**src/rtl/text_mode_gen_pkg.sv**
```systemverilog
// Shared definitions for the text-mode display engine: palette, pipeline depth
// and the field layout of a screen-RAM cell word.
package text_mode_pkg;

    localparam int PIPE_LAT = 4;

    localparam int CHAR_LSB = 0;
    localparam int ATTR_LSB = 8;
    localparam int FG_LSB   = 0;
    localparam int BG_LSB   = 4;

    // Each channel: bit set gives F/A (bright/normal), clear gives 5/0.
    function automatic logic [11:0] palette(input logic [3:0] irgb);
        logic [3:0] lvl_on;
        logic [3:0] lvl_off;
        lvl_on  = irgb[3] ? 4'hF : 4'hA;
        lvl_off = irgb[3] ? 4'h5 : 4'h0;
        return {irgb[2] ? lvl_on : lvl_off,
                irgb[1] ? lvl_on : lvl_off,
                irgb[0] ? lvl_on : lvl_off};
    endfunction

endpackage

```
**src/rtl/text_mode_gen_if.sv**
```systemverilog
// Fetch bus between the text engine and its screen RAM / glyph ROM.
interface text_mode_gen_if #(
    parameter int ADDR_W  = 12,
    parameter int GADDR_W = 12,
    parameter int GLYPH_W = 8
);
    logic [ADDR_W-1:0]  cell_addr;
    logic [15:0]        cell_data;
    logic [GADDR_W-1:0] glyph_addr;
    logic [GLYPH_W-1:0] glyph_data;

    modport master (output cell_addr, glyph_addr, input cell_data, glyph_data);
    modport slave  (input cell_addr, glyph_addr, output cell_data, glyph_data);
endinterface

```
**src/rtl/text_mode_gen_vga_timing.sv**
```systemverilog
// Raster counters with raw sync, active-video and wrap strobes.
module vga_timing #(
    parameter int H_ACTIVE = 640,
    parameter int H_FP     = 16,
    parameter int H_SYNC   = 96,
    parameter int H_BP     = 48,
    parameter int V_ACTIVE = 480,
    parameter int V_FP     = 10,
    parameter int V_SYNC   = 2,
    parameter int V_BP     = 33,
    parameter int HW       = $clog2(H_ACTIVE + H_FP + H_SYNC + H_BP),
    parameter int VW       = $clog2(V_ACTIVE + V_FP + V_SYNC + V_BP)
) (
    input  logic          clk,
    input  logic          rst,
    output logic [HW-1:0] h_cnt,
    output logic [VW-1:0] v_cnt,
    output logic          h_wrap,
    output logic          frame_wrap,
    output logic          hs_act,
    output logic          vs_act,
    output logic          de
);
    localparam int H_TOTAL = H_ACTIVE + H_FP + H_SYNC + H_BP;
    localparam int V_TOTAL = V_ACTIVE + V_FP + V_SYNC + V_BP;

    assign h_wrap     = 32'(h_cnt) == H_TOTAL - 1;
    assign frame_wrap = h_wrap && (32'(v_cnt) == V_TOTAL - 1);
    assign hs_act     = (32'(h_cnt) >= H_ACTIVE + H_FP) && (32'(h_cnt) < H_ACTIVE + H_FP + H_SYNC);
    assign vs_act     = (32'(v_cnt) >= V_ACTIVE + V_FP) && (32'(v_cnt) < V_ACTIVE + V_FP + V_SYNC);
    assign de         = (32'(h_cnt) < H_ACTIVE) && (32'(v_cnt) < V_ACTIVE);

    always_ff @(posedge clk or posedge rst) begin
        if (rst) begin
            h_cnt <= '0;
            v_cnt <= '0;
        end else if (h_wrap) begin
            h_cnt <= '0;
            v_cnt <= frame_wrap ? '0 : v_cnt + 1'b1;
        end else begin
            h_cnt <= h_cnt + 1'b1;
        end
    end
endmodule

```
**src/rtl/text_mode_gen.sv**
```systemverilog
// Text-mode display engine: cell tracking, RAM/ROM fetch pipeline and colour.
// Optional blinking underline cursor is built when TEXT_MODE_CURSOR_EN is defined.
module text_mode_gen #(
    parameter int COLS     = 80,
    parameter int ROWS     = 30,
    parameter int GLYPH_W  = 8,
    parameter int GLYPH_H  = 16,
    parameter int H_ACTIVE = 640,
    parameter int H_FP     = 16,
    parameter int H_SYNC   = 96,
    parameter int H_BP     = 48,
    parameter int V_ACTIVE = 480,
    parameter int V_FP     = 10,
    parameter int V_SYNC   = 2,
    parameter int V_BP     = 33,
    parameter bit SYNC_POL = 1'b0
) (
    input  logic            clk,
    input  logic            rst,
    text_mode_gen_if.master mem,
    input  logic [6:0]      cursor_col,
    input  logic [4:0]      cursor_row,
    input  logic            cursor_on,
    output logic [3:0]      r_o,
    output logic [3:0]      g_o,
    output logic [3:0]      b_o,
    output logic            h_sync_o,
    output logic            v_sync_o,
    output logic            de_o,
    output logic            frame_start_o
);
    import text_mode_pkg::*;

    localparam int HW   = $clog2(H_ACTIVE + H_FP + H_SYNC + H_BP);
    localparam int VW   = $clog2(V_ACTIVE + V_FP + V_SYNC + V_BP);
    localparam int CA_W = $clog2(COLS * ROWS);
    localparam int SX_W = (GLYPH_W > 1) ? $clog2(GLYPH_W) : 1;
    localparam int GY_W = $clog2(GLYPH_H);
    localparam int CW   = (COLS > 1) ? $clog2(COLS) : 1;
    localparam int RW   = (ROWS > 1) ? $clog2(ROWS) : 1;

    if (COLS * GLYPH_W > H_ACTIVE) begin : g_bad_width
        $error("text area wider than active video");
    end
    if (ROWS * GLYPH_H > V_ACTIVE) begin : g_bad_height
        $error("text area taller than active video");
    end
    if (GLYPH_W < 1 || GLYPH_W > 16) begin : g_bad_glyph_w
        $error("GLYPH_W out of range");
    end
    if (GLYPH_H < 2 || (GLYPH_H & (GLYPH_H - 1)) != 0) begin : g_bad_glyph_h
        $error("GLYPH_H must be a power of two");
    end

    logic [HW-1:0] h_cnt;
    logic [VW-1:0] v_cnt;
    logic          h_wrap, frame_wrap, hs_act, vs_act, de_raw;

    vga_timing #(
        .H_ACTIVE(H_ACTIVE), .H_FP(H_FP), .H_SYNC(H_SYNC), .H_BP(H_BP),
        .V_ACTIVE(V_ACTIVE), .V_FP(V_FP), .V_SYNC(V_SYNC), .V_BP(V_BP),
        .HW(HW), .VW(VW)
    ) u_timing (
        .clk(clk), .rst(rst), .h_cnt(h_cnt), .v_cnt(v_cnt),
        .h_wrap(h_wrap), .frame_wrap(frame_wrap),
        .hs_act(hs_act), .vs_act(vs_act), .de(de_raw)
    );

    logic [SX_W-1:0] sub_x;
    logic [GY_W-1:0] sub_y;
    logic [CW-1:0]   col;
    logic [RW-1:0]   row;

    // col/row saturate on the last cell; beyond the text area they are masked anyway.
    always_ff @(posedge clk or posedge rst) begin
        if (rst) begin
            sub_x <= '0;
            col   <= '0;
            sub_y <= '0;
            row   <= '0;
        end else if (h_wrap) begin
            sub_x <= '0;
            col   <= '0;
            if (frame_wrap) begin
                sub_y <= '0;
                row   <= '0;
            end else if (32'(sub_y) == GLYPH_H - 1) begin
                sub_y <= '0;
                if (32'(row) != ROWS - 1) row <= row + 1'b1;
            end else begin
                sub_y <= sub_y + 1'b1;
            end
        end else if (32'(sub_x) == GLYPH_W - 1) begin
            sub_x <= '0;
            if (32'(col) != COLS - 1) col <= col + 1'b1;
        end else begin
            sub_x <= sub_x + 1'b1;
        end
    end

    logic in_text, cur_hit;
    assign in_text = (32'(h_cnt) < COLS * GLYPH_W) && (32'(v_cnt) < ROWS * GLYPH_H);

`ifdef TEXT_MODE_CURSOR_EN
    logic [4:0] frame_cnt;
    always_ff @(posedge clk or posedge rst) begin
        if (rst)             frame_cnt <= '0;
        else if (frame_wrap) frame_cnt <= frame_cnt + 5'd1;
    end
    assign cur_hit = cursor_on && (32'(col) == 32'(cursor_col)) && (32'(row) == 32'(cursor_row))
                     && (32'(sub_y) >= GLYPH_H - 2) && !frame_cnt[4];
`else
    logic cursor_unused;
    assign cursor_unused = ^{cursor_col, cursor_row, cursor_on};
    assign cur_hit       = 1'b0;
`endif

    logic [CA_W-1:0]     cell_addr_q;
    logic [GY_W-1:0]     sub_y_d1, sub_y_d2;
    logic [SX_W-1:0]     sub_x_d1, sub_x_d2, sub_x_d3;
    logic [2:0]          txt_d, cur_d;
    logic [7:0]          attr_d3;
    logic [PIPE_LAT-1:0] hs_d, vs_d, de_d, fs_d;
    logic [11:0]         rgb_q, pix_rgb;
    logic [GLYPH_W-1:0]  glyph_bits;

    assign mem.cell_addr  = cell_addr_q;
    assign mem.glyph_addr = {mem.cell_data[CHAR_LSB +: 8], sub_y_d2};

    // Shift the current pixel column up to the MSB so no variable index is needed.
    always_comb begin
        glyph_bits = mem.glyph_data << sub_x_d3;
        pix_rgb    = palette((glyph_bits[GLYPH_W-1] || cur_d[2]) ? attr_d3[FG_LSB +: 4]
                                                                 : attr_d3[BG_LSB +: 4]);
        if (!txt_d[2]) pix_rgb = '0;
    end

    always_ff @(posedge clk or posedge rst) begin
        if (rst) begin
            cell_addr_q <= '0;
            sub_y_d1    <= '0;
            sub_y_d2    <= '0;
            sub_x_d1    <= '0;
            sub_x_d2    <= '0;
            sub_x_d3    <= '0;
            txt_d       <= '0;
            cur_d       <= '0;
            attr_d3     <= '0;
            hs_d        <= '0;
            vs_d        <= '0;
            de_d        <= '0;
            fs_d        <= '0;
            rgb_q       <= '0;
        end else begin
            cell_addr_q <= in_text ? CA_W'(32'(row) * COLS + 32'(col)) : '0;
            sub_y_d1    <= sub_y;
            sub_y_d2    <= sub_y_d1;
            sub_x_d1    <= sub_x;
            sub_x_d2    <= sub_x_d1;
            sub_x_d3    <= sub_x_d2;
            txt_d       <= {txt_d[1:0], in_text};
            cur_d       <= {cur_d[1:0], cur_hit};
            attr_d3     <= mem.cell_data[ATTR_LSB +: 8];
            hs_d        <= {hs_d[PIPE_LAT-2:0], hs_act};
            vs_d        <= {vs_d[PIPE_LAT-2:0], vs_act};
            de_d        <= {de_d[PIPE_LAT-2:0], de_raw};
            fs_d        <= {fs_d[PIPE_LAT-2:0], (h_cnt == '0) && (v_cnt == '0)};
            rgb_q       <= pix_rgb;
        end
    end

    assign {r_o, g_o, b_o} = rgb_q;
    assign h_sync_o        = hs_d[PIPE_LAT-1] ? SYNC_POL : ~SYNC_POL;
    assign v_sync_o        = vs_d[PIPE_LAT-1] ? SYNC_POL : ~SYNC_POL;
    assign de_o            = de_d[PIPE_LAT-1];
    assign frame_start_o   = fs_d[PIPE_LAT-1];
endmodule

```
**src/flat_wrapper.sv**
```systemverilog
// flat-port wrapper written by rule: the top's interface ports become plain ports
module text_mode_gen_flat import text_mode_pkg::*;
#(
    parameter int COLS     = 80,
    parameter int ROWS     = 30,
    parameter int GLYPH_W  = 8,
    parameter int GLYPH_H  = 16,
    parameter int H_ACTIVE = 640,
    parameter int H_FP     = 16,
    parameter int H_SYNC   = 96,
    parameter int H_BP     = 48,
    parameter int V_ACTIVE = 480,
    parameter int V_FP     = 10,
    parameter int V_SYNC   = 2,
    parameter int V_BP     = 33,
    parameter bit SYNC_POL = 1'b0
)
  (clk, rst, cursor_col, cursor_row, cursor_on, r_o, g_o, b_o, h_sync_o, v_sync_o, de_o, frame_start_o, mem_cell_addr, mem_glyph_addr, mem_cell_data, mem_glyph_data);
  text_mode_gen_if #(.ADDR_W(12), .GADDR_W(12), .GLYPH_W(GLYPH_W)) mem_i ();
  input  logic clk;
  input  logic rst;
  input  logic [6:0] cursor_col;
  input  logic [4:0] cursor_row;
  input  logic cursor_on;
  output logic [3:0] r_o;
  output logic [3:0] g_o;
  output logic [3:0] b_o;
  output logic h_sync_o;
  output logic v_sync_o;
  output logic de_o;
  output logic frame_start_o;
  output wire logic [$bits(mem_i.cell_addr)-1:0] mem_cell_addr;
  output wire logic [$bits(mem_i.glyph_addr)-1:0] mem_glyph_addr;
  input wire logic [$bits(mem_i.cell_data)-1:0] mem_cell_data;
  input wire logic [$bits(mem_i.glyph_data)-1:0] mem_glyph_data;
  assign mem_cell_addr = mem_i.cell_addr;
  assign mem_glyph_addr = mem_i.glyph_addr;
  assign mem_i.cell_data = mem_cell_data;
  assign mem_i.glyph_data = mem_glyph_data;
  text_mode_gen #(.COLS(COLS), .ROWS(ROWS), .GLYPH_W(GLYPH_W), .GLYPH_H(GLYPH_H), .H_ACTIVE(H_ACTIVE), .H_FP(H_FP), .H_SYNC(H_SYNC), .H_BP(H_BP), .V_ACTIVE(V_ACTIVE), .V_FP(V_FP), .V_SYNC(V_SYNC), .V_BP(V_BP), .SYNC_POL(SYNC_POL)) u_core (.clk(clk), .rst(rst), .mem(mem_i), .cursor_col(cursor_col), .cursor_row(cursor_row), .cursor_on(cursor_on), .r_o(r_o), .g_o(g_o), .b_o(b_o), .h_sync_o(h_sync_o), .v_sync_o(v_sync_o), .de_o(de_o), .frame_start_o(frame_start_o));
endmodule
```
**config.mk**
```make
export PLATFORM = sky130hd
export DESIGN_NAME = text_mode_gen_flat
export DESIGN_NICKNAME = d
export VERILOG_FILES = /design/src/rtl/text_mode_gen_pkg.sv /design/src/rtl/text_mode_gen_if.sv /design/src/rtl/text_mode_gen_vga_timing.sv /design/src/rtl/text_mode_gen.sv /design/src/flat_wrapper.sv
export SDC_FILE = /design/constraint.sdc
export NUM_CORES = 1
export LEC_CHECK = 0
export BUFFER_PORTS_ARGS = -buffer_cell sky130_fd_sc_hd__clkbuf_2
export CELL_PAD_IN_SITES_DETAIL_PLACEMENT = 0
export CELL_PAD_IN_SITES_GLOBAL_PLACEMENT = 1
export CORE_ASPECT_RATIO = 1.75
export CORE_MARGIN = 4
export CORE_UTILIZATION = 39
export CTS_CLUSTER_SIZE = 28
export DETAILED_ROUTE_END_ITERATION = 12
export PLACE_DENSITY_LB_ADDON = 0.1
export SLEW_MARGIN = 20
export SYNTH_ARGS = -nofsm -noshare
export SYNTH_HDL_FRONTEND = slang
export SYNTH_SLANG_ARGS = --single-unit
```
**constraint.sdc**
```tcl
create_clock -name clk -period 3.2 [get_ports clk]
set_input_delay 0.48 -clock clk [delete_from_list [all_inputs] [get_ports clk]]
set_output_delay 0.48 -clock clk [all_outputs]
set_load 0.01 [all_outputs]
```
==> results of run 1 <==
-- cells in the final DEF (no fill, tap or decap), types with 9 or more instances in the layout --
master / count
and3_1: 9
clkbuf_2: 49
dfrtp_1: 96
o21ai_0: 15
nor2b_1: 9
ha_1: 20
nand3_1: 11
nand2_1: 12
xor2_1: 10
xnor2_1: 9
nor2_1: 23
inv_1: 19
clkbuf_16: 9
a21oi_1: 10
-- cell families (layout without fill, tap and decap cells) --
group,after synthesis,count (layout),share of synthesized area
AND/OR/NAND/NOR,103,103,0.136
flip-flops,96,96,0.583
AO/OA/AOI/OAI,50,50,0.0833
buffers and inverters,44,87,0.0562
adder cells (fa/ha/maj),22,22,0.0705
XOR/XNOR,19,19,0.0404
multiplexers,10,10,0.0304
-- worst max-delay path, delay by kind of cell, from the launching register on --
kind	cells	cell delay (ns)
flops	1	0.42
fa+ha+maj	1	0.22
simple gates	3	1.46
compound gates	1	0.18
-- power by group --
part           internal [mW]  switching (mW)
Sequential              1.22         0.00368
Combinational         0.0230          0.0394
Clock                  0.553           0.507
Total                   1.80           0.550
-- worst max-delay path by stage --
stage,from,end,depth (start not counted)
final,u_core.u_timing.h_cnt[0]$_DFF_PP0_,u_core.u_timing.v_cnt[1]$_DFFE_PP0N_,5
after global routing,u_core.u_timing.h_cnt[0]$_DFF_PP0_,u_core.u_timing.v_cnt[1]$_DFFE_PP0N_,5
after CTS,u_core.u_timing.h_cnt[0]$_DFF_PP0_,u_core.u_timing.v_cnt[4]$_DFFE_PP0N_,5
after detailed placement,u_core.u_timing.h_cnt[0]$_DFF_PP0_,u_core.u_timing.v_cnt[4]$_DFFE_PP0N_,5
after global placement,u_core.u_timing.h_cnt[0]$_DFF_PP0_,u_core.sub_y[1]$_DFFE_PP0N_,5
after floorplan,rst,u_core.attr_d3[0]$_DFF_PP0_,1
-- per-layer routing --
layer / global-route usage / routed length (microns) / vias to the layer above
met5: 0 / 0 / -
met4: 0.0667 / 173 / 0
met3: 0.0316 / 331 / 10
met2: 0.231 / 4000 / 56
met1: 0.155 / 3260 / 1282
li1: - / - / 1252
-- stage by stage --
step	instance area, sq um	hold WS (ns)	std cells	util
finish	4710	0.240	514	0.457
CTS	4710	0.229	514	0.457
floorplan	4120	0.331	344	-
detailed placement	4400	0.335	498	0.428
global placement	4400	0.332	498	0.428
global route	4710	0.235	514	0.457
-- registers in the layout, indices dropped and copies added (netlist names) --
signal and flops:
u_core.mem.cell_addr 12, u_core.u_timing.h_cnt 10, u_core.u_timing.v_cnt 10, u_core.attr_d3 8
u_core.col 7, u_core.row 5, u_core.fs_d 4, u_core.hs_d 4
u_core.rgb_q 4, u_core.sub_y 4, u_core.sub_y_d1 4, u_core.sub_y_d2 4
u_core.vs_d 4, u_core.sub_x 3, u_core.sub_x_d1 3, u_core.sub_x_d2 3
u_core.sub_x_d3 3, u_core.de_d 2, u_core.txt_d 2
-- area by class of cell --
type | instances | area, sq um
Fill cell | 974 | 5590
Sequential cell | 96 | 2400
Multi-Input combinational cell | 204 | 1490
Timing Repair Buffer | 51 | 273
Clock buffer | 9 | 225
Tap cell | 127 | 159
Inverter | 20 | 77.6
Clock inverter | 7 | 76.3
==> flow_metrics.py, run 1 <==
metrics = {
    "final_layout": {
        "diodes": 0,
        "drive_above_1_share": 0.196,
        "layout.nets": 443,
        "syn_to_final_growth_pct": 14.3,
    },
    "cts": {
        "cts_sinks": 96,
        "clkLatencyLatePin_ns": 0.34,
        "root_buffer": "clkbuf_16",
        "numCtsBuffers": 9,
        "post-cts-setup-buffers": 0,
        "cts_hold_buf": 0,
        "clkTransAtPathRegs_ns": 0.07,
        "cts_resized": 0,
        "htreeDepth": 3,
        "ctsLongestPathBuffers": 2,
        "cts_tree": "built",
    },
    "route": {
        "drt-total-wl_microns": 7760,
        "ant_nets": 0,
        "drcViolationCount": 0,
        "wl_per_cell_microns": 15.1,
        "drt_iter0_drc": 92,
        "firstDrtPassIters": 4,
        "vias": 2600,
        "viasPerCell": 5.06,
    },
    "sta": {
        "fin_ws_ns": 0.867,
        "setup_viol": 0,
        "fin_tns_setup_ns": 0,
        "hold_violations": 0,
        "fin_crit_ns": 2.33,
        "min_period_over_period": 0.729,
        "rsz0062_at_grt": "no",
        "drv_slew": 0,
        "slew_headroom": 0.532,
        "tightest_slew_ns": 0.695,
        "max_freq_mhz": 429,
        "skew_ns": 0.00582,
    },
    "setup_path": {
        "reg2regPathDepth": 5,
        "path_max_fanout": 17,
        "slowest_delay_ns": 0.86,
        "setup.worst_path.start_class": "flop",
        "crit_chain": "ha_1 -> nand3_2 -> or4_1 -> nor2_1 -> a22o_1",
        "timing.rr.start": "u_core.u_timing.h_cnt[0]$_DFF_PP0_",
        "worstSetupPathType": "reg2reg",
        "slowest_stage": "or4_1",
        "worst_ep_required_time_ns": 3.48,
        "critPathArrivalTime_ns": 2.62,
        "cp-end-kind": "flop",
        "regToRegSetupSlack_ns": 0.87,
        "rr_endpoint": "u_core.u_timing.v_cnt[1]$_DFFE_PP0N_",
    },
    "grt": {
        "track_usage": 0.134,
        "grt_max_degree": 58,
        "grt_pass1_wl_microns": 12800,
        "overflow": 0,
        "antenna_found_initial": 0,
        "grt_pass1_vias": 2636,
    },
    "yosys": {
        "ys_async_sr_fraction": 1.00,
        "yosys.area.top_type": "dfrtp_1",
        "ys.flop_type": "dfrtp_1",
        "synth_nets": 405,
        "ys_ff_latch": 96,
        "synth_edf_count": 0,
        "avgSynthCellArea_sq_um": 12.0,
        "syn-instance-count": 344,
        "synth_top_area_frac": 0.583,
        "synthDistinctLibCells": 43,
        "syn_area_sq_um": 4120,
        "synthTopCellsByArea": "dfrtp_1, ha_1, buf_4",
        "synthTopCellsByCount": "dfrtp_1, nor2_1, ha_1, inv_1, buf_4",
        "yosysSeqAreaShare": 0.583,
        "yosysMostFrequentCell": "dfrtp_1",
        "yosysWarnings": 0,
    },
    "min_path": {
        "hold_class": "in2async",
    },
    "floorplan": {
        "die_h_microns": 144,
        "start_util": 0.400,
        "dieArea_sq_um": 12300,
        "rows": 49,
        "pin_count": 79,
        "fp.dieW_microns": 85.7,
        "core_area_sq_um": 10300,
    },
    "flow_run": {
        "maxCapViolCount": 0,
    },
    "placement": {
        "place_congestion": 0.788,
        "place_ws_ns": 0.849,
        "hpwl_microns": 5550,
        "portBuffers": 49,
    },
    "outcome": {
        "status": "complete, no violations",
    },
    "power_and_ir_drop": {
        "p_leak_nw": 2.28,
        "irDropWorstVdd_mv": 0.251,
        "finalPower_mw": 2.35,
        "powerDensity_nw_per_um2": 499,
    },
}
No activity file was read; power rests on OpenSTA's default activity.
==> run 2, diff against run 1 <==
--- a/config.mk
+++ b/config.mk
@@ -10,7 +10,7 @@
 export CELL_PAD_IN_SITES_GLOBAL_PLACEMENT = 1
 export CORE_ASPECT_RATIO = 1.75
 export CORE_MARGIN = 4
-export CORE_UTILIZATION = 39
+export CORE_UTILIZATION = 44
 export CTS_CLUSTER_SIZE = 28
 export DETAILED_ROUTE_END_ITERATION = 12
 export PLACE_DENSITY_LB_ADDON = 0.1
==> constraint.sdc (replaced) <==
create_clock -name clk -period 2.4 [get_ports clk]
set_input_delay 0.36 -clock clk [delete_from_list [all_inputs] [get_ports clk]]
set_output_delay 0.36 -clock clk [all_outputs]
set_load 0.01 [all_outputs]
==> run 2 against run 1 <==
  * Power is 43% higher
  * Non-clock buffer count is 12 higher
  * Setup slack worse by 0.71 ns
  * Maximum frequency is 4.1% higher
  * Combinational power is 38% higher
  * Critical path depth is 2 higher
  * Core utilization is 7.5 points higher
  * Register-to-register slack worse by 0.71 ns
  * Critical path type unchanged
  * Highest routed layer unchanged
==> flow_metrics.py, run 2 (same netlist as run 1, synthesis figures left out) <==
metrics = {
    "final_layout": {
        "layout_commonest_cell": "dfrtp_1",
        "fin_cells": 519,
        "largest_reg_flops": 12,
        "diodes": 0,
        "drive_above_1_share": 0.221,
        "finish.instance_area_sq_um": 4840,
        "layout.nets": 455,
        "syn_to_final_growth_pct": 17.5,
        "mostFrequentLayoutCells": "dfrtp_1, clkbuf_2, nor2_1, ha_1, inv_1",
    },
    "cts": {
        "ctsLongestPathBuffers": 2,
        "cts_hold_buf": 0,
        "post-cts-setup-buffers": 0,
        "cts_tree": "built",
        "cts_sinks": 96,
        "clkTransAtPathRegs_ns": 0.06,
        "htreeDepth": 3,
        "clkLatencyLatePin_ns": 0.34,
        "cts_resized": 0,
        "numCtsBuffers": 9,
        "root_buffer": "clkbuf_16",
    },
    "sta": {
        "min_period_over_period": 0.934,
        "fin_tns_setup_ns": 0,
        "fin_ws_ns": 0.159,
        "tightest_slew_ns": 0.690,
        "skew_ns": 0.00578,
        "hold_violations": 0,
        "slew_headroom": 0.535,
        "drv_slew": 0,
        "max_freq_mhz": 446,
        "rsz0062_at_grt": "no",
        "fin_crit_ns": 2.24,
        "setup_viol": 0,
    },
    "grt": {
        "grt_pass1_wl_microns": 12800,
        "grt_pass1_vias": 2633,
        "track_usage": 0.154,
        "antenna_found_initial": 0,
        "overflow": 0,
        "grt_max_degree": 56,
    },
    "power_and_ir_drop": {
        "p_comb_frac": 0.026,
        "p_int_mw": 2.69,
        "powerDensity_nw_per_um2": 692,
        "p_leak_nw": 2.35,
        "sw_frac_of_total": 0.196,
        "seq_power_share": 0.488,
        "irDropWorstVdd_mv": 0.345,
        "clockPowerShare": 0.486,
        "power.switching_uw": 657,
    },
    "outcome": {
        "status": "complete, no violations",
    },
    "floorplan": {
        "die_h_microns": 136,
        "pin_count": 79,
        "start_util": 0.453,
        "core_area_sq_um": 9090,
        "fp.dieW_microns": 81.1,
        "dieArea_sq_um": 11000,
        "rows": 46,
    },
    "placement": {
        "dpl.cell_count": 503,
        "hpwl_microns": 5570,
        "placed_area_sq_um": 4490,
        "portBuffers": 49,
        "place_congestion": 0.811,
        "place_ws_ns": 0.178,
    },
    "route": {
        "ant_nets": 0,
        "drcViolationCount": 0,
        "viasPerCell": 5.07,
        "wl_per_cell_microns": 14.6,
        "drt-total-wl_microns": 7570,
        "drt_iter0_drc": 135,
        "vias": 2629,
        "firstDrtPassIters": 4,
    },
    "flow_run": {
        "maxCapViolCount": 0,
    },
    "setup_path": {
        "worst_ep_required_time_ns": 2.66,
        "setup.worst_path.start_class": "flop",
        "path_max_fanout": 5,
        "critPathArrivalTime_ns": 2.50,
        "cp-end-kind": "flop",
        "worstSetupPathType": "reg2reg",
    },
    "min_path": {
        "hold_class": "in2async",
    },
}
[run 2: layout make-up]
cell class | instances | area, sq um
Clock buffer | 9 | 225
Tap cell | 120 | 150
Sequential cell | 96 | 2400
Fill cell | 854 | 4260
Multi-Input combinational cell | 204 | 1490
Timing Repair Buffer | 63 | 363
Clock inverter | 7 | 126
Inverter | 20 | 78.8
[run 2: per-stage QoR]
stage          total power [mW]   util  hold WS, ns
5_1_grt                    3.50  0.532        0.107
6_report                   3.35  0.532       0.0654
3_5_place_dp               1.76  0.493        0.335
2_1_floorplan              1.74      -        0.331
3_3_place_gp               1.75  0.493        0.332
4_1_cts                    3.41  0.532       0.0733
[run 2: power groups by stage]
stage	sequential, mW	clock, mW	combinational, mW
floorplan	1.67	0	0.0686
detailed placement	1.67	0	0.0906
global placement	1.66	0	0.0891
global route	1.63	1.76	0.0994
finish	1.63	1.63	0.0865
CTS	1.63	1.68	0.0911
[run 2: worst max-delay path, stage by stage, from the launching register on]
cell and delay, ns:
dfrtp_1 0.43, ha_1 0.32, ha_1 0.21, inv_1 0.06
fa_1 0.45, nand2b_1 0.21, or3_1 0.35, a21oi_1 0.14
[run 2: worst paths after layout]
path | start | end | slack (ns) | cells after the start
setup / recovery | u_core.row[1]$_DFFE_PP0P_ | u_core.mem.cell_addr[9]$_DFF_PP0_ | 0.16 | 7
hold / removal | rst | u_core.vs_d[3]$_DFF_PP0_ | 0.07 | 2
setup reg to reg | u_core.row[1]$_DFFE_PP0P_ | u_core.mem.cell_addr[9]$_DFF_PP0_ | 0.16 | 7
hold reg to reg | u_core.sub_y_d1[2]$_DFF_PP0_ | u_core.sub_y_d2[2]$_DFF_PP0_ | 0.35 | 0
max in group asynchronous | rst | u_core.mem.cell_addr[2]$_DFF_PP0_ | 1.68 | 3
min in group clk | mem_cell_data[15] | u_core.attr_d3[7]$_DFF_PP0_ | 0.13 | 1
[run 2: routing by layer]
metal | wire (microns) | vias to the layer above | global-route usage | share of wire
met3 | 319 | 13 | 0.0332 | 0.042
met5 | 0 | - | 0 | 0
met4 | 150 | 0 | 0.0705 | 0.020
li1 | - | 1270 | - | -
met1 | 3050 | 1299 | 0.176 | 0.40
met2 | 4050 | 47 | 0.270 | 0.54
==> run 3, diff against run 2 <==
--- a/config.mk
+++ b/config.mk
@@ -6,7 +6,7 @@
 export NUM_CORES = 1
 export LEC_CHECK = 0
 export BUFFER_PORTS_ARGS = -buffer_cell sky130_fd_sc_hd__clkbuf_2
-export CELL_PAD_IN_SITES_DETAIL_PLACEMENT = 0
+export CELL_PAD_IN_SITES_DETAIL_PLACEMENT = 1
 export CELL_PAD_IN_SITES_GLOBAL_PLACEMENT = 1
 export CORE_ASPECT_RATIO = 1.75
 export CORE_MARGIN = 4
==> run 3 against run 2 <==
  * Wire length is 12% higher
  * Final cell count stayed put
  * Die area stayed put
  * Register-to-register slack hardly changed
  * Hold slack better by 0.0020 ns
  * Setup slack better by 0.0093 ns
  * Clock power is 7% lower
  * Combinational power is 0.8% higher
  * Highest routed layer unchanged
==> flow_metrics.py, run 3 (same netlist as run 1, synthesis figures left out) <==
metrics = {
    "outcome": {
        "status": "complete, no violations",
    },
    "cts": {
        "numCtsBuffers": 9,
        "root_buffer": "clkbuf_16",
        "ctsLongestPathBuffers": 2,
        "htreeDepth": 3,
        "cts_sinks": 96,
        "cts_tree": "built",
        "clkTransAtPathRegs_ns": 0.06,
        "clkLatencyLatePin_ns": 0.34,
    },
    "setup_path": {
        "crit_start": "u_core.row[1]$_DFFE_PP0P_",
        "regToRegSetupSlack_ns": 0.17,
        "rr_endpoint": "u_core.mem.cell_addr[9]$_DFF_PP0_",
        "worst_ep_required_time_ns": 2.66,
        "timing.rr.start": "u_core.row[1]$_DFFE_PP0P_",
        "reg2regPathDepth": 7,
        "worstSetupPathType": "reg2reg",
        "setup.worst_path.start_class": "flop",
        "path_max_fanout": 5,
        "cp-end-kind": "flop",
        "critPathArrivalTime_ns": 2.49,
    },
    "final_layout": {
        "fillers": 1002,
        "mostFrequentLayoutCells": "dfrtp_1, clkbuf_2, nor2_1, ha_1, inv_1",
        "layout_commonest_cell": "dfrtp_1",
        "syn_to_final_growth_pct": 16.9,
        "multi_input_area_sq_um": 1500,
        "drive_above_1_share": 0.221,
        "diodes": 0,
        "seq_area_sq_um": 2400,
        "largest_reg_flops": 12,
        "layout.nets": 455,
    },
    "route": {
        "wl_per_cell_microns": 16.3,
        "viasPerCell": 5.27,
        "firstDrtPassIters": 4,
        "drt_iter0_drc": 71,
        "ant_nets": 0,
        "vias": 2733,
        "drcViolationCount": 0,
        "drt-total-wl_microns": 8470,
    },
    "sta": {
        "drv_slew": 0,
        "min_period_over_period": 0.930,
        "skew_ns": 0.0107,
        "setup_viol": 0,
        "hold_violations": 0,
        "max_freq_mhz": 448,
        "fin_crit_ns": 2.23,
        "tightest_slew_ns": 0.688,
        "slew_headroom": 0.536,
        "rsz0062_at_grt": "no",
        "fin_tns_setup_ns": 0,
        "fin_ws_ns": 0.169,
    },
    "grt": {
        "grt_pass1_wl_microns": 14500,
        "grtUsageMet3": 0.0365,
        "overflow": 0,
        "track_usage": 0.173,
        "antenna_found_initial": 0,
        "use_met1": 0.188,
        "busiest_layer": "met2",
        "grt_pass1_vias": 3033,
        "grt_max_degree": 56,
        "gr-usage-met2": 0.316,
    },
    "flow_run": {
        "maxCapViolCount": 0,
    },
    "floorplan": {
        "rows": 46,
        "fp.dieW_microns": 81.1,
        "dieArea_sq_um": 11000,
        "pin_count": 79,
        "die_h_microns": 136,
        "core_area_sq_um": 9090,
        "start_util": 0.453,
    },
    "placement": {
        "place_ws_ns": 0.164,
        "portBuffers": 49,
        "hpwl_microns": 6160,
        "place_congestion": 0.811,
    },
    "power_and_ir_drop": {
        "irDropWorstVdd_mv": 0.384,
        "powerDensity_nw_per_um2": 674,
        "p_leak_nw": 2.35,
    },
    "min_path": {
        "hold_class": "in2async",
    },
}
==> run 3: changes by cell type in the layout (fill, tap and decap cells not counted), sizes merged <==
cell and delta:
bufinv -1, clkbuf +1
==> run 3: per-layer routing <==
metal / vias up / share of wire
met5: - / 0
met2: 51 / 0.56
met4: 0 / 0.025
met3: 17 / 0.033
met1: 1389 / 0.38
li1: 1276 / -
==> run 3: worst max-delay path, cell delays in order, from the launching register on <==
cell and delay [ns]:
dfrtp_1 0.43, ha_1 0.32, ha_1 0.21, inv_1 0.07, fa_1 0.44, nand2b_4 0.17
or3_1 0.37, a21oi_1 0.15
==> run 3: worst max path at each step <==
stage,endpoint,cells after the start
2_1_floorplan,u_core.mem.cell_addr[9]$_DFF_PP0_,7
3_3_place_gp,u_core.mem.cell_addr[9]$_DFF_PP0_,7
3_5_place_dp,u_core.mem.cell_addr[9]$_DFF_PP0_,7
4_1_cts,u_core.mem.cell_addr[9]$_DFF_PP0_,7
5_1_grt,u_core.mem.cell_addr[9]$_DFF_PP0_,7
6_report,u_core.mem.cell_addr[9]$_DFF_PP0_,7
==> run 3: per-stage QoR <==
stage	cell area (sq um)	utilization	hold slack (ns)	total power [mW]	cells
final	4810	0.529	0.0675	3.24	519
after detailed placement	4490	0.493	0.336	1.76	503
after floorplan	4120	-	0.331	1.74	344
after global routing	4810	0.529	0.103	3.38	519
after CTS	4810	0.528	0.0793	3.29	519
after global placement	4490	0.493	0.332	1.75	503
==> run 3: where the power goes <==
part           total (mW)  leakage, nW  switching (mW)  internal, mW
Clock                1.52        0.153           0.604         0.918
Sequential           1.63         1.23         0.00538          1.63
Combinational      0.0872        0.963          0.0544        0.0328
==> run 3: repair_timing <==
item                                    4_1_cts  5_1_grt
endpoints found under the hold margin         0        0
buffers inserted                              0        0
hold buffers                                  0        0
endpoints found under the setup margin        0        1
gates resized for setup                       0        1
==> run 3: area by class of cell <==
cell class | instances | share of cell area
Inverter | 20 | 0.0164
Clock inverter | 6 | 0.0187
Sequential cell | 96 | 0.499
Multi-Input combinational cell | 204 | 0.312
Timing Repair Buffer | 63 | 0.0754
Tap cell | 120 | 0.0312
Clock buffer | 10 | 0.0476
